### config.mk
export PLATFORM = sky130hd
export DESIGN_NAME = frame_arbiter
export DESIGN_NICKNAME = d
export VERILOG_FILES = /design/src/rtl/frame_arbiter_pkg.sv /design/src/rtl/frame_arbiter_rr_arbiter.sv /design/src/rtl/frame_arbiter.sv
export SDC_FILE = /design/constraint.sdc
export NUM_CORES = 1
export LEC_CHECK = 0
export BUFFER_PORTS_ARGS = -buffer_cell sky130_fd_sc_hd__buf_2
export CAP_MARGIN = 30
export CORE_MARGIN = 5
export CORE_UTILIZATION = 40
export CTS_CLUSTER_SIZE = 30
export DETAILED_ROUTE_END_ITERATION = 10
export GPL_TIMING_DRIVEN = 0
export HOLD_SLACK_MARGIN = 0.12
export PLACE_DENSITY = 0.8
export SYNTH_ARGS = -nofsm -noshare
export SYNTH_HDL_FRONTEND = slang
export SYNTH_HIERARCHICAL = 1
export SYNTH_SLANG_ARGS = --single-unit
### constraint.sdc
create_clock -name aclk -period 1.5 [get_ports aclk]
set_input_delay 0.075 -clock aclk [delete_from_list [all_inputs] [get_ports aclk]]
set_output_delay 0.075 -clock aclk [all_outputs]
set_load 0.005 [all_outputs]
### src/rtl/frame_arbiter_pkg.sv
`default_nettype none
// +-----------------------------------------------------------------------+
// | frame_arbiter_pkg : shared state type and header-byte width            |
// | Rev 1.0                                                                |
// +-----------------------------------------------------------------------+
package frame_arbiter_pkg;

    localparam int HDR_W = 8;

    typedef enum logic [1:0] {
        ST_IDLE   = 2'd0,
        ST_HEADER = 2'd1,
        ST_DATA   = 2'd2
    } state_t;

endpackage : frame_arbiter_pkg
`default_nettype wire

### src/rtl/frame_arbiter_rr_arbiter.sv
`default_nettype none
// +-----------------------------------------------------------------------+
// | rr_arbiter : combinational round-robin pick, first request after last |
// | Rev 1.0                                                                |
// +-----------------------------------------------------------------------+
module rr_arbiter #(
    parameter int N     = 4,
    parameter int IDX_W = $clog2(N)
) (
    input  logic [N-1:0]     i_req,
    input  logic [IDX_W-1:0] i_last,
    output logic [IDX_W-1:0] o_grant,
    output logic             o_valid
);

    logic [IDX_W-1:0] w_cand;

    // Scan from the farthest candidate down so the nearest one after i_last wins.
    always_comb begin
        o_valid = 1'b0;
        o_grant = '0;
        w_cand  = '0;
        for (int k = N; k >= 1; k--) begin
            w_cand = IDX_W'((int'(i_last) + k) % N);
            if (i_req[w_cand]) begin
                o_valid = 1'b1;
                o_grant = w_cand;
            end
        end
    end

endmodule : rr_arbiter
`default_nettype wire

### src/rtl/frame_arbiter.sv
`default_nettype none
// +-----------------------------------------------------------------------+
// | frame_arbiter : N-source frame-locked round-robin merge onto one stream|
// | Optional source-ID header byte: FRAME_ARBITER_ID_HEADER_EN. Rev 1.0    |
// +-----------------------------------------------------------------------+
module frame_arbiter
    import frame_arbiter_pkg::*;
#(
    parameter int N_SRC = 4,
    parameter int CNT_W = 16
) (
    input  logic                     aclk,
    input  logic                     aresetn,
    input  logic [N_SRC-1:0]         s_frame_tvalid,
    output logic [N_SRC-1:0]         s_frame_tready,
    input  logic [8*N_SRC-1:0]       s_frame_tdata,
    input  logic [N_SRC-1:0]         s_frame_tlast,
    output logic                     m_frame_tvalid,
    input  logic                     m_frame_tready,
    output logic [7:0]               m_frame_tdata,
    output logic                     m_frame_tlast,
    output logic [$clog2(N_SRC)-1:0] grant_id,
    output logic                     busy,
    output logic [CNT_W-1:0]         frame_cnt
);

    localparam int IDX_W = $clog2(N_SRC);

    state_t           r_state;
    logic [IDX_W-1:0] r_grant;
    logic [IDX_W-1:0] r_last_grant;
    logic [CNT_W-1:0] r_frame_cnt;

    logic [IDX_W-1:0] w_pick;
    logic             w_pick_valid;
    logic             w_src_valid;
    logic [7:0]       w_src_data;
    logic             w_src_last;
    logic             w_frame_end;

    rr_arbiter #(
        .N     (N_SRC),
        .IDX_W (IDX_W)
    ) u_rr (
        .i_req   (s_frame_tvalid),
        .i_last  (r_last_grant),
        .o_grant (w_pick),
        .o_valid (w_pick_valid)
    );

    assign w_src_valid = s_frame_tvalid[r_grant];
    assign w_src_data  = s_frame_tdata[{r_grant, 3'b000} +: 8];
    assign w_src_last  = s_frame_tlast[r_grant];
    assign w_frame_end = (r_state == ST_DATA) & w_src_valid & m_frame_tready & w_src_last;

    always_ff @(posedge aclk or negedge aresetn) begin
        if (!aresetn) begin
            r_state      <= ST_IDLE;
            r_grant      <= '0;
            r_last_grant <= IDX_W'(N_SRC - 1);
            r_frame_cnt  <= '0;
        end else begin
            case (r_state)
                ST_IDLE: begin
                    if (w_pick_valid) begin
                        r_grant <= w_pick;
`ifdef FRAME_ARBITER_ID_HEADER_EN
                        r_state <= ST_HEADER;
`else
                        r_state <= ST_DATA;
`endif
                    end
                end
`ifdef FRAME_ARBITER_ID_HEADER_EN
                ST_HEADER: begin
                    if (m_frame_tready) begin
                        r_state <= ST_DATA;
                    end
                end
`endif
                ST_DATA: begin
                    // Grant stays locked until the granted source delivers tlast.
                    if (w_frame_end) begin
                        r_state      <= ST_IDLE;
                        r_last_grant <= r_grant;
                        r_frame_cnt  <= r_frame_cnt + 1'b1;
                    end
                end
                default: r_state <= ST_IDLE;
            endcase
        end
    end

    always_comb begin
        m_frame_tvalid = 1'b0;
        m_frame_tdata  = '0;
        m_frame_tlast  = 1'b0;
        s_frame_tready = '0;
        case (r_state)
`ifdef FRAME_ARBITER_ID_HEADER_EN
            ST_HEADER: begin
                m_frame_tvalid = 1'b1;
                m_frame_tdata  = HDR_W'(r_grant);
            end
`endif
            ST_DATA: begin
                m_frame_tvalid          = w_src_valid;
                m_frame_tdata           = w_src_data;
                m_frame_tlast           = w_src_last;
                s_frame_tready[r_grant] = m_frame_tready;
            end
            default: ;
        endcase
    end

    assign grant_id  = r_grant;
    assign busy      = (r_state != ST_IDLE);
    assign frame_cnt = r_frame_cnt;

endmodule : frame_arbiter
`default_nettype wire

==> flow_summary_export.csv <==
group,metric,value,unit
power_and_ir_drop,internal_power,1950,uW
grt,grt_max_degree,22,
clock_network,cts.sinks,21,
critical_path,max_stage_delay,510,ps
floorplanning,fp.dieW,69.3,um
synth,syn_area,1410,um2
critical_path,cp.arrival,1770,ps
synth,synth.most_common_cell,"dfrtp_1",
drt,wl_per_cell,15.5,um
place,io_buffers,75,
synth,seq_area_frac_synth,0.375,
grt,grt_pass1_vias,1270,
drt,drc_errors,0,
synth,async_reset_ff_frac,1.00,
critical_path,timing.critical_path.mode_cell,"buf_6",
drt,drt_iter0_drc,31,
run_status,run_status,"complete, but fails checks",
critical_path,crit_path_max_fanout,7,
grt,grt_pass1_wl,6.18,mm
grt,grt_usage,0.157,
synth,synthCells,122,
critical_path,cp.required,1420,ps
power_and_ir_drop,comb_power_share,0.623,
timing,worst_slack,-344,ps
critical_path,setup.worst_path.start,"grant_id[0]$_DFFE_PN0P_",
final_layout,final_util,0.631,
synth,yosys-top-cells-area,"dfrtp_1 34%, mux4_2 11%, mux4_1 5.6%",
synth,synthFlopType,"dfrtp_1",
critical_path,r2r-end,"frame_cnt[1]$_DFFE_PN0P_",
synth,yosys.area.top_type,"dfrtp_1",
critical_path,endpoint,"m_frame_tdata[5]",
critical_path,slowest_stage,"mux4_2",
clock_network,cts_tree,"yes",
run_status,violations,"negative setup slack",
timing,rsz0062_at_grt,"true",
power_and_ir_drop,switching_power,1160,uW
power_and_ir_drop,power_density,1460,nW/um2
min_path,hold_class,"input pin to flip-flop",
synth,ys_warn_count,6,
floorplanning,rows,21,
drt,drt_pass1_iterations,4,
floorplanning,start_util,0.419,
final_layout,antenna_cells,0,
power_and_ir_drop,clockPowerShare,0.090,
timing,relSlewSlack,0.700,
critical_path,start_kind,"flip-flop",
critical_path,setup.worst_path.end_class,"output pin",
synth,ys_types,34,
critical_path,r2r_slack,-290,ps
place,gp_congestion,0.843,
drt,routed_wl,3.93,mm
power_and_ir_drop,sw_frac_of_total,0.373,
critical_path,r2r_cells,4,
synth,ys_ff_latch,21,
floorplanning,io_pins,76,
synth,synth_top_area_share,0.338,
synth,synth_edf_count,0,
timing,setup_tns,-6460,ps
timing,finalCritPeriodShare,1.23,
floorplanning,die_height,69.3,um
final_layout,final_area,2120,um2
synth,yosys-top-cells-count,"19 x dfrtp_1, 12 x and2_1, 9 x xnor2_1",
power_and_ir_drop,max-vdd-ir-drop,898,uV
grt,antenna_found_initial,0,
synth,synth_area_per_cell,11.5,um2
power_and_ir_drop,p_leak,0.00102,uW
floorplanning,die_area,4810,um2
final_layout,nNetsFinal,253,
drt,via_count,1313,
clock_network,path_clk_slew,120,ps
timing,maxSlewViolCount,0,
floorplanning,fp.coreArea,3360,um2
critical_path,r2r-start,"grant_id[0]$_DFFE_PN0P_",
timing,hold_viol,0,
clock_network,cts_root_buf,"clkbuf_4",
timing,finalSetupViolCount,31,
timing,fmax,0.542,GHz
critical_path,path_cells,"buf_6, buf_8, mux4_2, and2_4, buf_6",
place,dpl.hpwl,2.90,mm
timing,clock-skew-final,5.00,ps
timing,layout_min_cycle_time,1840,ps
clock_network,clockBufferDepth,2,
timing,worst_pin_slew,449,ps
clock_network,cts-buffers-inserted,3,
final_layout,drive_above_1_share,0.649,
place,post_dp_cell_area,1850,um2
critical_path,critPathKind,"flip-flop to output pin",
power_and_ir_drop,seq_power_share,0.287,
flow_run,cap_violations,0,
drt,vias_per_cell,5.17,
final_layout,syn_to_final_growth,50.8,%
synth,syn_nets,166,
grt,grt_overflow_total,0,
clock_network,clk-insertion-delay-late,320,ps
clock_network,htreeDepth,1,
drt,drtAntennaViolNets,0,
-- through the flow --
stage | hold WS (ps) | total power (uW) | setup slack, ps | cells
final | 126 | 3110 | -344 | 254
after CTS | 130 | 2860 | -332 | 250
after global placement | 45.1 | 2400 | -196 | 243
after floorplan | -221 | 1900 | -127 | 122
after global routing | 146 | 3310 | -414 | 254
after detailed placement | 46.9 | 2430 | -210 | 243
-- repair_timing --
item                       CTS  global route
hold buffers                 1             0
resized for setup           23            20
setup endpoints to repair   31            33
buffers inserted             3             5
hold endpoints to repair    21             0
pin swaps                   12             9
-- cells by family (layout without fill, tap and decap cells) --
family                     count (synthesis)  count (layout)  share of synthesized area
xor gates and xnor gates                  15              15                     0.0933
AOI/OAI and AO/OA                          6               6                     0.0338
buffers and inverters                      9              95                     0.0364
adders and majority gates                  1               1                    0.00889
DFF                                       21              21                      0.375
muxes                                     16              16                      0.215
and+or+nand+nor                           54              54                      0.237
-- state kept, by name (all words and copies together) (netlist names) --
signal        cells
grant_id          2
r_last_grant      2
frame_cnt        16
r_state           1
-- final cells by class --
class | count | area (um2)
Inverter | 3 | 11.3
Clock buffer | 3 | 22.5
Clock inverter | 1 | 5.00
Tap cell | 46 | 57.6
Buffer | 5 | 42.5
Multi-Input combinational cell | 92 | 987
Fill cell | 292 | 1240
Timing Repair Buffer | 83 | 468
Sequential cell | 21 | 528
-- how the worst min path moves through the flow --
stage          slack (ps)              start                       end  cells after the start
2_1_floorplan        -220            aresetn  frame_cnt[0]$_DFFE_PN0P_                      0
3_3_place_gp           50            aresetn  frame_cnt[9]$_DFFE_PN0P_                      1
3_5_place_dp           50            aresetn  frame_cnt[8]$_DFFE_PN0P_                      1
4_1_cts               130  s_frame_tvalid[0]    r_state[1]$_DFFE_PN0P_                      4
5_1_grt               150  s_frame_tvalid[0]    r_state[1]$_DFFE_PN0P_                      4
6_report              130  s_frame_tvalid[2]    r_state[1]$_DFFE_PN0P_                      4
-- power groups by stage --
stage / combinational (uW) / sequential (uW) / clock, uW
2_1_floorplan: 1040 / 861 / 0
3_3_place_gp: 1520 / 880 / 0
3_5_place_dp: 1540 / 884 / 0
4_1_cts: 1700 / 875 / 280
5_1_grt: 2090 / 913 / 309
6_report: 1940 / 892 / 279
-- metal layers --
| metal | vias up | routed length (um) | track usage | share of wire |
|---|---|---|---|---|
| met5 | - | 0 | 0 | 0 |
| met4 | 0 | 48 | 0.0477 | 0.012 |
| met3 | 5 | 221 | 0.0435 | 0.056 |
| met2 | 41 | 2070 | 0.267 | 0.53 |
| met1 | 650 | 1600 | 0.192 | 0.41 |
| li1 | 617 | - | - | - |
-- placed cells by master (no fill, tap or decap), drive strengths merged, types with 2 or more instances in the layout --
| cell type | instances |
|---|---|
| a21oi | 3 |
| and2 | 13 |
| buf | 85 |
| clkbuf | 5 |
| dfrtp | 19 |
| dfstp | 2 |
| inv | 3 |
| mux2 | 5 |
| mux4 | 10 |
| nand2 | 2 |
| nand2b | 3 |
| nand3 | 8 |
| nand4 | 8 |
| nor2 | 8 |
| nor3 | 5 |
| nor3b | 2 |
| xnor2 | 9 |
| xor2 | 6 |
-- worst max-delay path: cells and delay by family (launching register included) --
family	cells	cell delay [ps]
buf+inv	3	380
flops	1	390
mux	1	510
simple gates	1	180
Power figures use the tool's default switching activity.
